<file path="src/rtl/riscv_mc_pkg.sv">
// rtl/riscv_mc_pkg.sv - shared states, opcodes and control encodings for the RV64I multicycle control unit
package riscv_mc_pkg;

    typedef enum logic [4:0] {
        S_FETCH  = 5'd0,
        S_DECODE = 5'd1,
        S_EXEC_R = 5'd2,
        S_EXEC_I = 5'd3,
        S_ALU_WB = 5'd4,
        S_SHIFT  = 5'd5,
        S_ADDR   = 5'd6,
        S_MEM_RD = 5'd7,
        S_MEM_WB = 5'd8,
        S_MEM_WR = 5'd9,
        S_BRANCH = 5'd10,
        S_LUI    = 5'd11,
        S_JAL    = 5'd12,
        S_JALR   = 5'd13,
        S_TRAP   = 5'd14,
        S_HALT   = 5'd15
    } state_t;

    localparam logic [6:0] OP_LOAD   = 7'b0000011;
    localparam logic [6:0] OP_IMM    = 7'b0010011;
    localparam logic [6:0] OP_STORE  = 7'b0100011;
    localparam logic [6:0] OP_R      = 7'b0110011;
    localparam logic [6:0] OP_LUI    = 7'b0110111;
    localparam logic [6:0] OP_BRANCH = 7'b1100011;
    localparam logic [6:0] OP_JALR   = 7'b1100111;
    localparam logic [6:0] OP_JAL    = 7'b1101111;
    localparam logic [6:0] OP_SYSTEM = 7'b1110011;

    localparam logic [31:0] EBREAK_INSN = 32'h0010_0073;

    localparam logic [2:0] ALU_PASS = 3'd0;
    localparam logic [2:0] ALU_ADD  = 3'd1;
    localparam logic [2:0] ALU_SUB  = 3'd2;
    localparam logic [2:0] ALU_AND  = 3'd3;
    localparam logic [2:0] ALU_SLT  = 3'd4;

    localparam logic [1:0] PC_ALU    = 2'd0;
    localparam logic [1:0] PC_ALUOUT = 2'd1;
    localparam logic [1:0] PC_TRAP   = 2'd2;

    localparam logic [1:0] SRCB_REG     = 2'd0;
    localparam logic [1:0] SRCB_FOUR    = 2'd1;
    localparam logic [1:0] SRCB_IMM     = 2'd2;
    localparam logic [1:0] SRCB_IMM_SH1 = 2'd3;

    localparam logic [2:0] WB_ALUOUT = 3'd0;
    localparam logic [2:0] WB_MDR    = 3'd1;
    localparam logic [2:0] WB_IMM    = 3'd2;
    localparam logic [2:0] WB_PC     = 3'd3;
    localparam logic [2:0] WB_SHIFT  = 3'd4;

    localparam logic [1:0] CAUSE_NONE        = 2'b00;
    localparam logic [1:0] CAUSE_ILLEGAL     = 2'b01;
    localparam logic [1:0] CAUSE_MEM_TIMEOUT = 2'b10;

    // funct3 low bits 00/01/10/11 (b/h/w/d) map onto tam 11/10/01/00
    function automatic logic [1:0] access_size(input logic [2:0] funct3);
        return ~funct3[1:0];
    endfunction

endpackage

</file>
<file path="src/rtl/riscv_mc_decode.sv">
// rtl/riscv_mc_decode.sv - combinational dispatch of the IR to the first execute state
module riscv_mc_decode
    import riscv_mc_pkg::*;
(
    input  logic [31:0] instruction,
    output state_t      dispatch_state,
    output logic        illegal
);

    logic [6:0] opcode;
    logic [2:0] funct3;
    logic [6:0] funct7;
    logic [5:0] funct6;

    assign opcode = instruction[6:0];
    assign funct3 = instruction[14:12];
    assign funct7 = instruction[31:25];
    assign funct6 = instruction[31:26];

    always_comb begin
        dispatch_state = S_TRAP;
        illegal        = 1'b1;
        case (opcode)
            OP_R: begin
                if ((funct7 == 7'b0000000 &&
                     (funct3 == 3'b000 || funct3 == 3'b010 || funct3 == 3'b111)) ||
                    (funct7 == 7'b0100000 && funct3 == 3'b000)) begin
                    dispatch_state = S_EXEC_R;
                    illegal        = 1'b0;
                end
            end
            OP_IMM: begin
                // RV64 shifts carry a 6-bit shamt, so only funct6 qualifies them
                case (funct3)
                    3'b000, 3'b010: begin
                        dispatch_state = S_EXEC_I;
                        illegal        = 1'b0;
                    end
                    3'b001: begin
                        if (funct6 == 6'b000000) begin
                            dispatch_state = S_SHIFT;
                            illegal        = 1'b0;
                        end
                    end
                    3'b101: begin
                        if (funct6 == 6'b000000 || funct6 == 6'b010000) begin
                            dispatch_state = S_SHIFT;
                            illegal        = 1'b0;
                        end
                    end
                    default: begin
                    end
                endcase
            end
            OP_LOAD: begin
                if (funct3 != 3'b111) begin
                    dispatch_state = S_ADDR;
                    illegal        = 1'b0;
                end
            end
            OP_STORE: begin
                if (!funct3[2]) begin
                    dispatch_state = S_ADDR;
                    illegal        = 1'b0;
                end
            end
            OP_BRANCH: begin
                if (funct3 == 3'b000 || funct3 == 3'b001 ||
                    funct3 == 3'b100 || funct3 == 3'b101) begin
                    dispatch_state = S_BRANCH;
                    illegal        = 1'b0;
                end
            end
            OP_LUI: begin
                dispatch_state = S_LUI;
                illegal        = 1'b0;
            end
            OP_JAL: begin
                dispatch_state = S_JAL;
                illegal        = 1'b0;
            end
            OP_JALR: begin
                if (funct3 == 3'b000) begin
                    dispatch_state = S_JALR;
                    illegal        = 1'b0;
                end
            end
            OP_SYSTEM: begin
                if (instruction == EBREAK_INSN) begin
                    dispatch_state = S_HALT;
                    illegal        = 1'b0;
                end
            end
            default: begin
            end
        endcase
    end

endmodule

</file>
<file path="src/rtl/riscv_mc_control.sv">
// rtl/riscv_mc_control.sv - multicycle RV64I control FSM with data-memory handshake and trap path
// Define RISCV_MC_INSTRET_EN to add the 64-bit retired-instruction counter output.
module riscv_mc_control
    import riscv_mc_pkg::*;
#(
    parameter int MEM_TIMEOUT = 16,
    parameter int CNT_W       = 5
) (
    input  logic        clk,
    input  logic        reset,
    input  logic [31:0] instruction,
    input  logic        mem_ready,
    output logic        pc_write,
    output logic        pc_write_cond,
    output logic [1:0]  pc_src,
    output logic        alu_src_a,
    output logic [1:0]  alu_src_b,
    output logic [2:0]  alu_funct,
    output logic        load_reg_a,
    output logic        load_reg_b,
    output logic        load_alu_out,
    output logic        load_ir,
    output logic        load_mdr,
    output logic        write_reg,
    output logic [2:0]  mem_to_reg,
    output logic        dmem_read,
    output logic        dmem_write,
    output logic [1:0]  tam,
    output logic [1:0]  shift_ctrl,
    output logic [1:0]  branch_op,
    output logic        load_epc,
    output logic        load_cause,
    output logic [1:0]  cause,
    output logic        halted,
    output logic [4:0]  state
`ifdef RISCV_MC_INSTRET_EN
    ,
    output logic [63:0] instret
`endif
);

    state_t             state_q, state_d;
    logic [CNT_W-1:0]   cnt_q, cnt_d;
    state_t             dec_state;
    logic               dec_illegal;
    logic [2:0]         funct3;
    logic               timeout_hit;

    assign funct3      = instruction[14:12];
    assign timeout_hit = (cnt_q == CNT_W'(MEM_TIMEOUT - 1));
    assign state       = state_q;

    riscv_mc_decode u_decode (
        .instruction    (instruction),
        .dispatch_state (dec_state),
        .illegal        (dec_illegal)
    );

    // The wait counter is idle outside memory states, so on entry to TRAP it
    // records why: 0 = illegal instruction, 1 = memory timeout.
    always_comb begin
        state_d       = state_q;
        cnt_d         = cnt_q;
        pc_write      = 1'b0;
        pc_write_cond = 1'b0;
        pc_src        = PC_ALU;
        alu_src_a     = 1'b0;
        alu_src_b     = SRCB_REG;
        alu_funct     = ALU_PASS;
        load_reg_a    = 1'b0;
        load_reg_b    = 1'b0;
        load_alu_out  = 1'b0;
        load_ir       = 1'b0;
        load_mdr      = 1'b0;
        write_reg     = 1'b0;
        mem_to_reg    = WB_ALUOUT;
        dmem_read     = 1'b0;
        dmem_write    = 1'b0;
        tam           = 2'b00;
        shift_ctrl    = 2'b00;
        branch_op     = 2'b00;
        load_epc      = 1'b0;
        load_cause    = 1'b0;
        cause         = CAUSE_NONE;
        halted        = 1'b0;

        case (state_q)
            S_FETCH: begin
                load_ir   = 1'b1;
                pc_write  = 1'b1;
                alu_src_b = SRCB_FOUR;
                alu_funct = ALU_ADD;
                state_d   = S_DECODE;
            end
            S_DECODE: begin
                load_reg_a   = 1'b1;
                load_reg_b   = 1'b1;
                load_alu_out = 1'b1;
                alu_src_b    = SRCB_IMM_SH1;
                alu_funct    = ALU_ADD;
                cnt_d        = '0;
                state_d      = dec_illegal ? S_TRAP : dec_state;
            end
            S_EXEC_R: begin
                load_alu_out = 1'b1;
                alu_src_a    = 1'b1;
                alu_src_b    = SRCB_REG;
                case ({instruction[30], funct3})
                    4'b0_000: alu_funct = ALU_ADD;
                    4'b1_000: alu_funct = ALU_SUB;
                    4'b0_111: alu_funct = ALU_AND;
                    4'b0_010: alu_funct = ALU_SLT;
                    default:  alu_funct = ALU_PASS;
                endcase
                state_d = S_ALU_WB;
            end
            S_EXEC_I: begin
                load_alu_out = 1'b1;
                alu_src_a    = 1'b1;
                alu_src_b    = SRCB_IMM;
                alu_funct    = (funct3 == 3'b010) ? ALU_SLT : ALU_ADD;
                state_d      = S_ALU_WB;
            end
            S_ALU_WB: begin
                write_reg  = 1'b1;
                mem_to_reg = WB_ALUOUT;
                state_d    = S_FETCH;
            end
            S_SHIFT: begin
                write_reg  = 1'b1;
                mem_to_reg = WB_SHIFT;
                shift_ctrl = funct3[2] ? (instruction[30] ? 2'b10 : 2'b01) : 2'b00;
                state_d    = S_FETCH;
            end
            S_ADDR: begin
                alu_src_a    = 1'b1;
                alu_src_b    = SRCB_IMM;
                alu_funct    = ALU_ADD;
                load_alu_out = 1'b1;
                cnt_d        = '0;
                state_d      = (instruction[6:0] == OP_LOAD) ? S_MEM_RD : S_MEM_WR;
            end
            S_MEM_RD: begin
                dmem_read = 1'b1;
                load_mdr  = mem_ready;
                tam       = access_size(funct3);
                if (mem_ready) begin
                    state_d = S_MEM_WB;
                end else if (timeout_hit) begin
                    cnt_d   = CNT_W'(1);
                    state_d = S_TRAP;
                end else begin
                    cnt_d = cnt_q + CNT_W'(1);
                end
            end
            S_MEM_WB: begin
                write_reg  = 1'b1;
                mem_to_reg = WB_MDR;
                state_d    = S_FETCH;
            end
            S_MEM_WR: begin
                dmem_write = 1'b1;
                tam        = access_size(funct3);
                if (mem_ready) begin
                    state_d = S_FETCH;
                end else if (timeout_hit) begin
                    cnt_d   = CNT_W'(1);
                    state_d = S_TRAP;
                end else begin
                    cnt_d = cnt_q + CNT_W'(1);
                end
            end
            S_BRANCH: begin
                alu_funct     = ALU_SUB;
                alu_src_a     = 1'b1;
                alu_src_b     = SRCB_REG;
                pc_write_cond = 1'b1;
                pc_src        = PC_ALUOUT;
                branch_op     = {funct3[2], funct3[2] ^ funct3[0]};
                state_d       = S_FETCH;
            end
            S_LUI: begin
                write_reg  = 1'b1;
                mem_to_reg = WB_IMM;
                state_d    = S_FETCH;
            end
            S_JAL: begin
                write_reg  = 1'b1;
                mem_to_reg = WB_PC;
                pc_write   = 1'b1;
                pc_src     = PC_ALUOUT;
                state_d    = S_FETCH;
            end
            S_JALR: begin
                write_reg  = 1'b1;
                mem_to_reg = WB_PC;
                pc_write   = 1'b1;
                alu_src_a  = 1'b1;
                alu_src_b  = SRCB_IMM;
                alu_funct  = ALU_ADD;
                pc_src     = PC_ALU;
                state_d    = S_FETCH;
            end
            S_TRAP: begin
                load_epc   = 1'b1;
                load_cause = 1'b1;
                pc_write   = 1'b1;
                pc_src     = PC_TRAP;
                cause      = (cnt_q == CNT_W'(1)) ? CAUSE_MEM_TIMEOUT : CAUSE_ILLEGAL;
                state_d    = S_FETCH;
            end
            S_HALT: begin
                halted  = 1'b1;
                state_d = S_HALT;
            end
            default: begin
                state_d = S_FETCH;
            end
        endcase

        // Memory must see the access abandoned as soon as reset is applied.
        if (reset) begin
            dmem_read  = 1'b0;
            dmem_write = 1'b0;
        end
    end

    always_ff @(posedge clk) begin
        if (reset) begin
            state_q <= S_FETCH;
            cnt_q   <= '0;
        end else begin
            state_q <= state_d;
            cnt_q   <= cnt_d;
        end
    end

`ifdef RISCV_MC_INSTRET_EN
    logic [63:0] instret_q, instret_d;
    logic        retire;

    always_comb begin
        retire = 1'b0;
        case (state_q)
            S_ALU_WB, S_SHIFT, S_MEM_WB, S_BRANCH, S_LUI, S_JAL, S_JALR: retire = 1'b1;
            S_MEM_WR: retire = mem_ready;
            default:  retire = 1'b0;
        endcase
        instret_d = retire ? instret_q + 64'd1 : instret_q;
    end

    always_ff @(posedge clk) begin
        if (reset) begin
            instret_q <= '0;
        end else begin
            instret_q <= instret_d;
        end
    end

    assign instret = instret_q;
`endif

endmodule

</file>
<file path="config.mk">
export PLATFORM = sky130hd
export DESIGN_NAME = riscv_mc_control
export DESIGN_NICKNAME = d
export VERILOG_FILES = /design/src/rtl/riscv_mc_pkg.sv /design/src/rtl/riscv_mc_decode.sv /design/src/rtl/riscv_mc_control.sv
export SDC_FILE = /design/constraint.sdc
export NUM_CORES = 1
export LEC_CHECK = 0
export ABC_CLOCK_PERIOD_IN_PS = 3600
export CAP_MARGIN = 20
export CORE_UTILIZATION = 41
export CTS_CLUSTER_DIAMETER = 120
export DETAILED_ROUTE_END_ITERATION = 7
export PLACE_DENSITY = 0.83
export SYNTH_ARGS = -nofsm -noshare
export SYNTH_HDL_FRONTEND = slang
export SYNTH_HIERARCHICAL = 1
export SYNTH_SLANG_ARGS = --single-unit
</file>
<file path="constraint.sdc">
create_clock -name clk -period 3.6 [get_ports clk]
set_input_delay 0.72 -clock clk [delete_from_list [all_inputs] [get_ports clk]]
set_output_delay 0.72 -clock clk [all_outputs]
set_load 0.005 [all_outputs]
</file>
==> flow_metrics.tcl <==
set metrics [dict create \
    yosys_register_bits 10 \
    diodes 0 \
    hp-class "reg -> reg" \
    cts_setup_buffers 0 \
    grtUsageTotal 0.2582 \
    switching_share 0.4125 \
    pwr-share-comb 0.694 \
    dr.pass1.iters 4 \
    path_class "in -> out" \
    drive_gt1_frac 0.05986 \
    synth_edf_count 0 \
    drt_wl_total_um 4711 \
    drv_slew 0 \
    route.detailed.drc 0 \
    vias 1932 \
    io_buffers 71 \
    numCtsBuffers 3 \
    fmax_mhz 300.5 \
    cts-root-buf "clkbuf_4" \
    min_period_ns 3.327 \
    cts_tree "built" \
    critPathMaxFanout 8 \
    critPathSlowestCell "clkdlybuf4s50_1" \
    drt-wirelength-per-cell_um 14.28 \
    required_ns 2.88 \
    critPathTopFamily "buffers and inverters" \
    path_clk_slew_ns 0.06 \
    layout_common_cells "clkdlybuf4s50_1, nor2_1, nand2_1" \
    htreeDepth 1 \
    clock-skew-final_ns 0.003978 \
    cap_violations 0 \
    cpMostUsedCell "clkdlybuf4s50_1" \
    synth_flop_cell "dfxtp_1" \
    vdd_drop_max_v 0.0002479 \
    ant_nets 0 \
    grt_overflow 0 \
    hpwlAfterDp_um 3668 \
    place_area_um2 2181 \
    yosysSeqAreaShare 0.1386 \
    critPathCaptureType "output pin" \
    fin_tns_setup_ns 0 \
    power_uw 827.2 \
    drt-initial-drc-count 93 \
    dieWidth_um 61.35 \
    grt_pass1_vias 1679 \
    crit_buf_inv 2 \
    syn_area_um2 1444 \
    setup_viol 0 \
    rows 21 \
    crit_arrival_ns 2.61 \
    hold_violations 0 \
    status "completed" \
    grt_max_degree 22 \
    initial_core_util 0.4293 \
    fin_area_um2 2203 \
    io-pin-count 72 \
    die_height_um 61.35 \
    die_area_um2 3763 \
    post-route-period-util 0.9243 \
    final_nets 323 \
    cts.hold.buffers_added 0 \
    switching_power_uw 341.3 \
    cts_max_path_buffers 2 \
    ys_warn_count 6 \
    core-area_um2 3363 \
    grt_antenna_before_repair 0 \
    max_stage_delay_ns 0.53 \
    fillers 329 \
    syn_nets 257 \
    grt_pass1_wl_um 7465 \
    insertion_delay_ns 0.27 \
    vias_per_cell 5.855 \
    synth.avg_cell_area_um2 6.563 \
    rsz0062_at_grt "false" \
    start_kind "input pin" \
    synth_cell_types 57 \
    cts_resized 0 \
    cts.sinks 10 \
    power_per_cell_area_nw_per_um2 375.4 \
    p_seq_frac 0.214 \
    gp_congestion 0.8971 \
    syn_inst 220 \
    tightest_slew_ns 0.6816 \
    ys_async_sr_fraction 0 \
    p_leak_nw 0.7826 \
    clockPowerShare 0.092 \
    p_int_uw 486.0 \
    final_common_cell "clkdlybuf4s50_1" \
    slew_headroom 0.5450 \
    cp_cell_sequence "clkdlybuf4s50_1, or3_1, a21oi_1, o21ai_0, a41oi_1, clkdlybuf4s50_1" \
    area_delta_synth_final_pct 52.60 \
]
-- power groups by stage --
stage	registers, mW	clock network (mW)	logic (mW)
2_1_floorplan	0.143	0	0.321
3_3_place_gp	0.176	0	0.561
5_1_grt	0.181	0.0810	0.630
4_1_cts	0.175	0.0778	0.575
3_5_place_dp	0.177	0	0.572
6_report	0.177	0.0765	0.574
-- stage by stage --
step | setup WS [ns] | instances | hold WS (ns) | util
detailed placement | 0.08012 | 327 | 0.5030 | 0.6484
floorplan | 0.6527 | 220 | 0.4763 | -
CTS | 0.2837 | 330 | 0.5181 | 0.6551
global placement | 0.1448 | 327 | 0.4954 | 0.6484
finish | 0.2726 | 330 | 0.5220 | 0.6551
global route | 0.1232 | 330 | 0.5219 | 0.6551
-- synth_stat cells, types with 3 or more instances --
master	n	area, µm²
nor3b_1	3	22.52
nand2_1	18	67.56
buf_4	3	22.52
nand3_1	9	45.04
nor3_1	8	40.04
nand2b_1	6	37.54
inv_1	9	33.78
nor2b_1	5	31.28
a31oi_1	4	25.02
nor2_1	25	93.84
dfxtp_1	10	200.2
and3_1	5	31.28
xnor2_1	3	26.28
or3_1	8	50.05
or2_2	4	25.02
clkbuf_1	7	26.28
nand4_1	3	18.77
nor4b_1	3	26.28
o21ai_0	10	50.05
a22oi_1	3	22.52
buf_2	4	20.02
and3b_1	3	26.28
o21a_1	4	30.03
a21oi_1	14	70.07
nor4_1	5	31.28
-- worst paths after layout --
check                        from           end  slack [ns]  depth (start not counted)
setup / recovery  instruction[12]  alu_funct[0]        0.27                          6
hold / removal           cnt_q[1]      cnt_q[1]        0.52                          2
setup reg to reg         state[1]      state[2]        1.54                          4
hold reg to reg          cnt_q[1]      cnt_q[1]        0.52                          2
-- state kept, by name (all words and copies together) (netlist names) --
signal,flops
state,5
cnt_q,5
-- per-layer routing --
| metal | vias to the layer above | wire length (µm) | global-route usage |
|---|---|---|---|
| li1 | 951 | - | - |
| met1 | 886 | 2073 | 0.3426 |
| met2 | 87 | 2218 | 0.4425 |
| met3 | 8 | 370 | 0.03571 |
| met4 | 0 | 48 | 0.06349 |
| met5 | - | 0 | 0 |
-- cell type report --
class                           instances  area (µm²)  area share
Inverter                                9       33.78     0.01533
Sequential cell                        10       200.2     0.09086
Tap cell                               46       57.56     0.02612
Timing Repair Buffer                   77       755.7      0.3430
Clock buffer                            3       22.52     0.01022
Multi-Input combinational cell        185        1134      0.5145
-- logic make-up (layout without fill, tap and decap cells) --
group                    count (synthesis)  after routing  share of synthesized area
AO/OA/AOI/OAI                           59             59                     0.2790
XOR/XNOR                                 4              4                    0.02427
adder cells (fa/ha/maj)                  2              2                    0.01733
buffers and inverters                   25             89                    0.07626
flip-flops                              10             10                     0.1386
multiplexers                             1              1                   0.006933
other                                    1              1                   0.002597
AND/OR/NAND/NOR                        118            118                     0.4549
-- worst register-to-register path, stage by stage (launching register included) --
cell and delay, ns:
dfxtp_1 0.76, nor3b_1 0.19, o21ai_0 0.53, a41oi_1 0.30, o21a_1 0.18
No activity file was read; power rests on OpenSTA's default activity.
